$ cat config.mk
export PLATFORM = sky130hd
export DESIGN_NAME = instr_loader
export DESIGN_NICKNAME = d
export VERILOG_FILES = /design/src/rtl/instr_loader.sv
export SDC_FILE = /design/constraint.sdc
export NUM_CORES = 1
export LEC_CHECK = 0
export BUFFER_PORTS_ARGS = -buffer_cell sky130_fd_sc_hd__buf_2
export CORE_MARGIN = 2
export CORE_UTILIZATION = 55
export DETAILED_ROUTE_END_ITERATION = 7
export PLACE_DENSITY = 0.78
export SLEW_MARGIN = 30
export SYNTH_ARGS = -nofsm -noshare
export SYNTH_HDL_FRONTEND = slang
export SYNTH_SLANG_ARGS = --single-unit
$ cat constraint.sdc
create_clock -name clk -period 5.71 [get_ports clk]
set_input_delay 1.142 -clock clk [delete_from_list [all_inputs] [get_ports clk]]
set_output_delay 1.142 -clock clk [all_outputs]
set_load 0.005 [all_outputs]
$ cat src/rtl/instr_loader.sv
// Push-button instruction loader: synchronizes and debounces the button, assembles 16-bit words from two presses, and buffers them in a FWFT FIFO.
// Optional macro INSTR_TIMEOUT_EN abandons a half-entered instruction after TIMEOUT_CYCLES idle cycles.
module instr_loader #(
    parameter int DEBOUNCE_CYCLES = 16,
    parameter int FIFO_DEPTH      = 4,
    parameter int TIMEOUT_CYCLES  = 65535
) (
    input  logic                          clk,
    input  logic                          rst,
    input  logic [7:0]                    sw_in,
    input  logic                          btn_raw,
    output logic                          instr_valid,
    input  logic                          instr_ready,
    output logic [3:0]                    opcode_out,
    output logic [11:0]                   operand_out,
    output logic [$clog2(FIFO_DEPTH):0]   fifo_count,
    output logic                          half_pending,
    output logic                          overflow
);
    localparam int AW = $clog2(FIFO_DEPTH);
    localparam int CW = AW + 1;
    localparam int DW = $clog2(DEBOUNCE_CYCLES);
    localparam logic [0:0] IDLE = 1'b0;
    localparam logic [0:0] HALF = 1'b1;

    logic          sync1_reg, sync2_reg;
    logic          db_level_reg;
    logic [DW-1:0] db_cnt_reg;
    logic          press_reg;
    logic [0:0]    state_reg;
    logic [7:0]    staging_reg;
    logic [15:0]   mem [FIFO_DEPTH];
    logic [AW-1:0] wr_ptr_reg, rd_ptr_reg;
    logic [CW-1:0] count_reg;
    logic          overflow_reg;

    logic          full, pop, push, push_ok, timeout_hit;
    logic [15:0]   word, head;

    assign full    = (count_reg == CW'(FIFO_DEPTH));
    assign pop     = (count_reg != '0) && instr_ready;
    assign push    = press_reg && (state_reg == HALF);
    // A full FIFO still accepts a push when the head leaves in the same cycle.
    assign push_ok = push && (!full || pop);
    assign word    = {staging_reg[3:0], sw_in, staging_reg[7:4]};
    assign head    = mem[rd_ptr_reg];

    assign instr_valid  = (count_reg != '0);
    assign opcode_out   = instr_valid ? head[15:12] : 4'h0;
    assign operand_out  = instr_valid ? head[11:0] : 12'h000;
    assign fifo_count   = count_reg;
    assign half_pending = (state_reg == HALF);
    assign overflow     = overflow_reg;

    always_ff @(posedge clk or posedge rst) begin
        if (rst) begin
            sync1_reg    <= 1'b0;
            sync2_reg    <= 1'b0;
            db_level_reg <= 1'b0;
            db_cnt_reg   <= '0;
            press_reg    <= 1'b0;
        end else begin
            sync1_reg <= btn_raw;
            sync2_reg <= sync1_reg;
            press_reg <= 1'b0;
            if (sync2_reg == db_level_reg) begin
                db_cnt_reg <= '0;
            end else if (db_cnt_reg == DW'(DEBOUNCE_CYCLES - 1)) begin
                db_level_reg <= sync2_reg;
                db_cnt_reg   <= '0;
                press_reg    <= sync2_reg;
            end else begin
                db_cnt_reg <= db_cnt_reg + 1'b1;
            end
        end
    end

`ifdef INSTR_TIMEOUT_EN
    localparam int TW = $clog2(TIMEOUT_CYCLES + 1);
    logic [TW-1:0] to_cnt_reg;

    always_ff @(posedge clk or posedge rst) begin
        if (rst) begin
            to_cnt_reg <= '0;
        end else if (state_reg == HALF && !press_reg) begin
            to_cnt_reg <= to_cnt_reg + 1'b1;
        end else begin
            to_cnt_reg <= '0;
        end
    end

    // A press arriving on the expiry cycle takes priority over the timeout.
    assign timeout_hit = (state_reg == HALF) && !press_reg &&
                         (to_cnt_reg == TW'(TIMEOUT_CYCLES - 1));
`else
    assign timeout_hit = 1'b0;
`endif

    always_ff @(posedge clk or posedge rst) begin
        if (rst) begin
            state_reg    <= IDLE;
            staging_reg  <= 8'h00;
            overflow_reg <= 1'b0;
        end else begin
            if (press_reg) begin
                if (state_reg == IDLE) begin
                    staging_reg <= sw_in;
                    state_reg   <= HALF;
                end else begin
                    staging_reg <= 8'h00;
                    state_reg   <= IDLE;
                    if (!push_ok) begin
                        overflow_reg <= 1'b1;
                    end
                end
            end else if (timeout_hit) begin
                staging_reg <= 8'h00;
                state_reg   <= IDLE;
            end
        end
    end

    always_ff @(posedge clk or posedge rst) begin
        if (rst) begin
            wr_ptr_reg <= '0;
            rd_ptr_reg <= '0;
            count_reg  <= '0;
        end else begin
            if (push_ok) begin
                wr_ptr_reg <= wr_ptr_reg + 1'b1;
            end
            if (pop) begin
                rd_ptr_reg <= rd_ptr_reg + 1'b1;
            end
            case ({push_ok, pop})
                2'b10:   count_reg <= count_reg + 1'b1;
                2'b01:   count_reg <= count_reg - 1'b1;
                default: count_reg <= count_reg;
            endcase
        end
    end

    // Storage needs no reset; reads are masked while the FIFO is empty.
    always_ff @(posedge clk) begin
        if (push_ok) begin
            mem[wr_ptr_reg] <= word;
        end
    end
endmodule
# Word level (Yosys, flattened, before mapping)
# Memory sizes are Yosys's and may differ from the RTL's.
# Cells that the tools add are included.
[totals]
regBits = 25
ramBits = 64
output_inout_bits = 22
memories = 1
[memory_table]
columns = ["name", "words", "width", "read_ports", "rd_ports_with_merged_regs", "wr", "line", "source"]
rows = [
  ["mem", 4, 16, 1, 0, 1, "32", "logic [15:0] mem [FIFO_DEPTH];"],
]
[op_classes]
add_sub_neg = 5
eq_ne = 5
mux = 11
bitwise_logic = 2
reduce_logical = 9
[op_table]
columns = ["op", "count"]
rows = [
  ["12-bit two-way mux", 1],
  ["4-bit two-way mux", 3],
  ["8-bit two-way mux", 1],
  ["3-bit case mux with 2 select lines", 1],
  ["1-bit two-way mux", 5],
  ["2-bit by 1-bit adder with 2-bit output (second input constant)", 2],
  ["4-bit by 1-bit adder with 4-bit output (second input constant)", 1],
  ["4-bit == test (second input constant)", 1],
  ["3-bit by 1-bit adder with 3-bit output (second input constant)", 1],
  ["3-bit == test (second input constant)", 1],
  ["1-bit logical AND", 3],
  ["3-bit AND reduction", 1],
  ["3-bit nonzero test", 1],
  ["3-bit by 1-bit subtractor with 3-bit output (second input constant)", 1],
  ["2-bit by 1-bit == test with 1-bit output (second input constant)", 1],
  ["2-bit == test (second input constant)", 1],
  ["1-bit inverter", 2],
  ["2-bit AND reduction", 1],
  ["2-bit nonzero test", 1],
  ["1-bit == test", 1],
  ["1-bit logical NOT", 1],
  ["1-bit logical OR", 1],
]

# Longest topological paths before layout
# Gate-level depths: netlist of the first run.
[logic_depth]
depth_word = 6
ltp_mapped = 7
ltp_nobuf = 6

# Least setup slack after synthesis of the first run
# No wires, ideal clock.
[synth_path]
path_kind = "input-to-reg"
startpoint = "input instr_ready"
endpoint = "register count_reg[2], in the netlist fifo_count[2]"
arrival_time_ns = 2.359
setup_slack_ns = 3.225
stages = 5
n_path_buf = 1
cell_sequence = "buf_2 -> nand3_1 -> fa_1 -> nand4bb_1 -> a311o_1"
[synth_between]
elab_chain_cells = 5
[synth_rtl]
columns = ["item", "line", "source"]
rows = [
  ["start: declaration", "13", "input logic instr_ready,"],
  ["1-bit logical AND *", "41", "assign pop = (count_reg != '0) && instr_ready;"],
  ["1-bit logical OR", "44", "assign push_ok = push && (!full || pop);"],
  ["1-bit logical AND", "44", ""],
  ["2-bit by 1-bit == test with 1-bit output or 2-bit == test (tied branches)", "135", "case ({push_ok, pop})"],
  ["3-bit case mux with 2 select lines or 2-bit nonzero test (tied branches)", "n/a", ""],
  ["end signal: assignment", "136", "2'b10: count_reg <= count_reg + 1'b1;"],
  ["end signal: assignment", "137", "2'b01: count_reg <= count_reg - 1'b1;"],
  ["end signal: assignment", "138", "default: count_reg <= count_reg;"],
  ["end: declaration", "34", "logic [CW-1:0] count_reg;"],
]
# Every way passes the cells marked *; elsewhere a longest branch is shown, timed or not.
# A chain may end at the register's enable or synchronous reset.

# Worst setup path after layout of the first run
[layout_path]
startpoint = "register rd_ptr_reg[0]"
endpoint = "output opcode_out[2]"
[layout_between]
elab_chain_cells = 2
[layout_rtl]
columns = ["item", "line", "source"]
rows = [
  ["start: declaration", "33", "logic [AW-1:0] wr_ptr_reg, rd_ptr_reg;"],
  ["start signal: assignment", "133", "rd_ptr_reg <= rd_ptr_reg + 1'b1;"],
  ["memory 4 x 16 bit", "n/a", ""],
  ["4-bit two-way mux", "49", "assign opcode_out = instr_valid ? head[15:12] : 4'h0;"],
  ["end: declaration", "14", "output logic [3:0] opcode_out,"],
]
# No other way between the ends.

==> results.cfg, run 1 <==
[logic_synthesis]
post_synth_inst_count = 220
netlist_area_sq_um = 3680
synth-xor-area-share = 0.0143
synth_seq_area_share = 0.693
synthMuxAreaShare = 0.112
yosys.area.top_type = edfxtp_1
synth_compound_area_frac = 0.0415
synthFlopType = edfxtp_1
synth_seq_cells = 89
synthSimpleGateAreaFrac = 0.0833
synth_cell_types = 38
synth_nets = 238
synth_top_family_by_area = multiplexers
synth_edf_count = 64
syn_avg_cell_area_sq_um = 16.7
synth_area_leaders = edfxtp_1 (52%), dfrtp_1 (17%), mux4_1 (5.7%)
synth_fa_ha_area_frac = 0.0224
synth-warning-count = 0
ys_async_sr_fraction = 0.281
synth_top_cell_area_share = 0.522

[layout]
largest_reg_flops = 64
n_fill_cell = 479
syn2layout_area_growth_pct = 10.6
drive_above_1_share = 0.236
final_area_sq_um = 4070
diodes = 0
nets = 271

[setup_path]
critPathTopFamily = flip-flops
cp.required_ns = 4.57
max_stage_delay_ns = 0.74
rr_endpoint = mem[2][10]
cp-startpoint = rd_ptr_reg[0]
cp-start-kind = flop
crit_chain = mux4_1 -> and2_1 -> buf_2
worstSetupEndpointType = primary output
cp_max_fo = 18
cpMaxStageDelayCell = dfrtp_2
reg2reg_setup_slack_ns = 3.28
crit_type = reg -> out
timing.critical_path.buf_inv = 1
r2r-start = press_reg
cp.depth = 3
ff2ff_path_depth = 3
cp-endpoint = opcode_out[2]
arrival_ns = 2.00

[die]
pin_count = 34
die_x_um = 85.8
design.die.area_sq_um = 7360
die_h_um = 85.8
start_util = 0.573
core_sq_um = 6420
rows = 29

[clock_network]
cts_tree = yes
htreeDepth = 3
clkLatencyLatePin_ns = 0.35
cts_buffers = 9
postCtsSetupBuffers = 0
clk_pin_slew_worst_paths_ns = 0.09
max-clock-path-buffers = 2
clockRootBuffer = clkbuf_8
holdBufCountCts = 0
cts-resized-gates = 0
clock-sinks = 89

[power]
pwr_density_cell_nw_per_um2 = 383
power_uw = 1560
p_leak_uw = 0.00140
ir_drop_mv = 0.162

[timing]
fin_tns_setup_ns = 0
hold_viol_final = 0
period_share = 0.550
final.setup_skew_ns = 0.0170
grt_setup_unrepaired = false
max_slew_margin = 0.408
period_needed_ns = 3.14
tightest_slew_ns = 0.888
max_freq_ghz = 0.318
setup_viol = 0
slew_viol_final = 0

[drt]
viasPerCell = 5.73
drtIter0Drc = 158
wl_per_cell_um = 18.1
ant_nets = 0
first_pass_iters = 8
drt_wl_total_um = 6060
vias = 1920
drc = 3

[placed_design]
place_area_sq_um = 3870
io_buffers = 33
gp_congestion = 0.702
dp_hpwl_um = 3740

[global_routing]
grt_max_degree = 26
grt.total_usage = 0.183
grt_pass1_vias = 1969
antenna_found_initial = 0
grt_pass1_wl_um = 9840
grt_overflow = 0

[run]
cap_violations = 0

[run_status]
violations = design-rule violations
status = finished with violations

[min_path]
hp-class = reg -> reg
==> worst register-to-register path, cell delays in order, from the launching register on <==
cell and delay [ns]:
dfrtp_1 0.77, nand2_1 0.24, a21oi_2 0.29, and2_1 0.76
==> how the worst min path moves through the flow <==
| stage | cells past startpoint | slack [ns] | start | endpoint |
|---|---|---|---|---|
| after floorplan | 0 | 0.33 | sync1_reg | sync2_reg |
| after global placement | 0 | 0.34 | sync1_reg | sync2_reg |
| after detailed placement | 0 | 0.34 | sync1_reg | sync2_reg |
| after CTS | 0 | 0.36 | sync1_reg | sync2_reg |
| final | 0 | 0.36 | sync1_reg | sync2_reg |
| after global routing | 0 | 0.38 | sync1_reg | sync2_reg |
==> where the power goes <==
group	internal (uW)	switching [uW]
combinational	206	141
clock	216	209
sequential	708	77.0
==> layer usage <==
layer	GRT usage	up-vias	part of all wire
li1	-	886	-
met2	0.306	53	0.50
met5	0	-	0
met4	0.0736	0	0.015
met3	0.0520	8	0.047
met1	0.226	973	0.44
==> area by class of cell <==
class | instances | area [sq um] | area share
multi-input combinational | 106 | 1010 | 0.248
tap | 77 | 96.3 | 0.0237
timing repair buffer | 33 | 165 | 0.0406
sequential | 89 | 2550 | 0.627
clock inverter | 4 | 52.6 | 0.0129
inverter | 14 | 52.6 | 0.0129
clock buffer | 12 | 145 | 0.0357
==> kinds of logic after synthesis <==
| family | after synthesis |
|---|---|
| AO/OA/AOI/OAI | 23 |
| XOR/XNOR | 6 |
| adder cells (fa/ha/maj) | 6 |
| flip-flops | 89 |
| multiplexers | 18 |
| AND/OR/NAND/NOR | 53 |
| buffers and inverters | 25 |
==> placed cells by master (no fill, tap or decap), types with 2 or more instances in the layout <==
cell,instances
a21boi_0,2
a21oi_1,3
and2_1,21
and3b_1,2
buf_2,33
clkbuf_1,2
clkbuf_8,10
dfrtp_1,24
edfxtp_1,64
ha_1,5
inv_1,13
mux2_2,2
mux4_1,8
mux4_2,8
nand2_1,11
nand3_1,5
nand4_1,2
nor2_1,2
nor2b_1,3
nor3b_1,2
o21ai_0,9
o32ai_1,2
xnor2_1,5
==> cell usage after synthesis (2+ instances only) <==
cell	n
mux2_2	2
o21ai_0	9
inv_1	14
and3b_1	2
nor2_1	2
ha_1	5
edfxtp_1	64
mux4_2	8
nor2b_1	3
dfrtp_1	25
a21oi_1	3
o32ai_1	2
a21boi_0	2
nor3b_1	2
clkbuf_1	4
nand4_1	2
nand3_1	5
xnor2_1	5
buf_2	5
and2_1	21
mux4_1	8
nand2_1	11
==> metrics by stage <==
| stage | hold WS [ns] | util | worst slack [ns] | instances |
|---|---|---|---|---|
| 2_1_floorplan | 0.331 | - | 3.22 | 220 |
| 3_3_place_gp | 0.337 | 0.602 | 2.64 | 319 |
| 3_5_place_dp | 0.344 | 0.602 | 2.60 | 319 |
| 4_1_cts | 0.363 | 0.633 | 2.21 | 335 |
| 5_1_grt | 0.376 | 0.633 | 2.46 | 335 |
| 6_report | 0.360 | 0.633 | 2.57 | 335 |
(Power assumes the default switching activity.)
==> run 2: changes to the inputs <==
- ABC_AREA: not set -> 1
- CORE_UTILIZATION: 55 -> 53
- clock period: 5.71 -> 2.85 ns (I/O delays scaled with it)
==> results.cfg, run 2 <==
[run_status]
status = completed

[timing]
hold_viol_final = 0
grt_setup_unrepaired = false
final.setup_skew_ns = 0.00773
slew_viol_final = 0
period_share = 0.905
period_needed_ns = 2.58
fin_tns_setup_ns = 0
setup_viol = 0
max_freq_ghz = 0.388
max_slew_margin = 0.481
tightest_slew_ns = 0.778

[drt]
first_pass_iters = 4
vias = 2288
drc = 0
drt_wl_total_um = 6540
viasPerCell = 5.05
ant_nets = 0
drtIter0Drc = 155
wl_per_cell_um = 14.4

[global_routing]
grt_max_degree = 34
grt_overflow = 0
antenna_found_initial = 0
grt_pass1_vias = 2229
grt_pass1_wl_um = 10800
grt.total_usage = 0.191

[die]
rows = 30
die_x_um = 87.6
core_sq_um = 6790
die_h_um = 87.6
start_util = 0.545
pin_count = 34
design.die.area_sq_um = 7680

[setup_path]
cp_max_fo = 18
worstSetupEndpointType = primary output
cp-start-kind = flop
reg2reg_setup_slack_ns = 1.29
arrival_ns = 2.01
cp.required_ns = 2.28
crit_type = reg -> out

[logic_synthesis]
netlist_area_sq_um = 3710
ys_async_sr_fraction = 0.281
syn_avg_cell_area_sq_um = 11.8
synth_top_family_by_area = simple AND/OR/NAND/NOR gates
synth_fa_ha_area_frac = 0.0223
synthSimpleGateAreaFrac = 0.133
synth-xor-area-share = 0.00945
synth_most_common_cell = nor2_1
synth_nets = 333
synth_common_cells = nor2_1 (76), edfxtp_1 (64), o21ai_0 (28)
synth_area_leaders = edfxtp_1 (52%), dfrtp_1 (17%), nor2_1 (7.7%)
synth_seq_area_share = 0.687
post_synth_inst_count = 315
yosys.area.top_type = edfxtp_1
synth_seq_cells = 89
synth-warning-count = 0
synth_cell_types = 29
synth_top_cell_area_share = 0.519
synthFlopType = edfxtp_1
synthMuxAreaShare = 0
synth_compound_area_frac = 0.0925
synth_edf_count = 64

[min_path]
hp-class = in -> async

[clock_network]
holdBufCountCts = 0
clk_pin_slew_worst_paths_ns = 0.08
htreeDepth = 3
cts-resized-gates = 0
clkLatencyLatePin_ns = 0.36
clockRootBuffer = clkbuf_8
clock-sinks = 89
cts_buffers = 9
max-clock-path-buffers = 2
cts_tree = yes
postCtsSetupBuffers = 0

[layout]
largest_reg_flops = 64
drive_above_1_share = 0.216
diodes = 0
utilization = 0.606
layout_commonest_cell = nor2_1
nets = 370
syn2layout_area_growth_pct = 11.0
most-common-layout-cells = nor2_1 (76), edfxtp_1 (64), buf_2 (33), o21ai_0 (28), dfrtp_1 (25)

[run]
cap_violations = 0

[power]
netSwitchingPower_uw = 1130
p_clk_frac = 0.244
ir_drop_mv = 0.370
seq_power_share = 0.457
p_leak_uw = 0.00156
switching_share = 0.338
pwr_density_cell_nw_per_um2 = 814
power_frac_comb = 0.299
p_int_uw = 2220

[placed_design]
io_buffers = 33
dp_hpwl_um = 4140
gp_congestion = 0.746
-- run 2: changes by cell type in the layout (fill, tap and decap cells not counted), moves of 4 or more --
cell,previous run,this run
a21oi_1,3,19
and2_1,21,0
buf_4,0,5
inv_1,13,23
mux4_1,8,0
mux4_2,8,0
nand2_1,11,23
nand2_2,0,4
nor2_1,2,76
o21ai_0,9,28
o21ai_1,0,6
o21ai_2,0,8
xnor2_1,5,1
-- run 2: cell type report --
class / instances / area [sq um]
clock buffers: 9 / 124
well taps: 96 / 120
multi-input cells: 186 / 952
fillers: 552 / 2680
flip-flops and latches: 89 / 2550
clock inverters: 7 / 61.3
repair buffers: 38 / 203
inverters: 28 / 108
-- run 2: power by group through the flow --
stage / Clock [uW] / Sequential (uW) / Combinational (uW)
after global routing: 889 / 1540 / 1150
after detailed placement: 0 / 1560 / 1010
final: 816 / 1530 / 1000
after floorplan: 0 / 1480 / 799
after global placement: 0 / 1560 / 974
after CTS: 832 / 1530 / 1020
-- run 2: path summary, 6_finish.rpt --
kind,startpoint,endpoint,cells past startpoint
worst max-delay path,rd_ptr_reg[1],operand_out[0],5
worst min-delay path,rst,db_cnt_reg[0],2
worst max register to register,fifo_count[2],mem[1][1],6
worst min register to register,sync1_reg,sync2_reg,0
max in group asynchronous,rst,sync1_reg,2
min in group clk,btn_raw,sync1_reg,1
-- run 2: cell families after synthesis --
| logic type | count (synthesis) |
|---|---|
| AND/OR/NAND/NOR | 114 |
| XOR/XNOR | 4 |
| buffers and inverters | 40 |
| adder cells (fa/ha/maj) | 6 |
| flip-flops | 89 |
| AO/OA/AOI/OAI | 62 |
-- run 2: stage by stage --
stage	power [uW]	worst slack (ns)	hold slack, ns	cells	area [sq um]
floorplan	2280	0.945	0.331	315	3710
global placement	2530	0.693	0.339	437	3930
detailed placement	2570	0.674	0.360	437	3930
CTS	3380	0.277	0.318	453	4120
global route	3580	0.156	0.294	453	4120
finish	3350	0.271	0.247	453	4120
-- run 2: layer usage --
metal / track usage / routed length [um] / up-vias
li1: - / - / 1128
met4: 0.0755 / 75 / 0
met1: 0.248 / 2900 / 1102
met5: 0 / 0 / -
met2: 0.315 / 3250 / 50
met3: 0.0452 / 312 / 8
-- run 2: worst max-delay path: stages, from the launching register on --
cell     delay [ns]
dfrtp_1        0.85
inv_4          0.22
nor2_1         0.15
o21ai_0        0.09
a21oi_1        0.19
buf_2          0.14
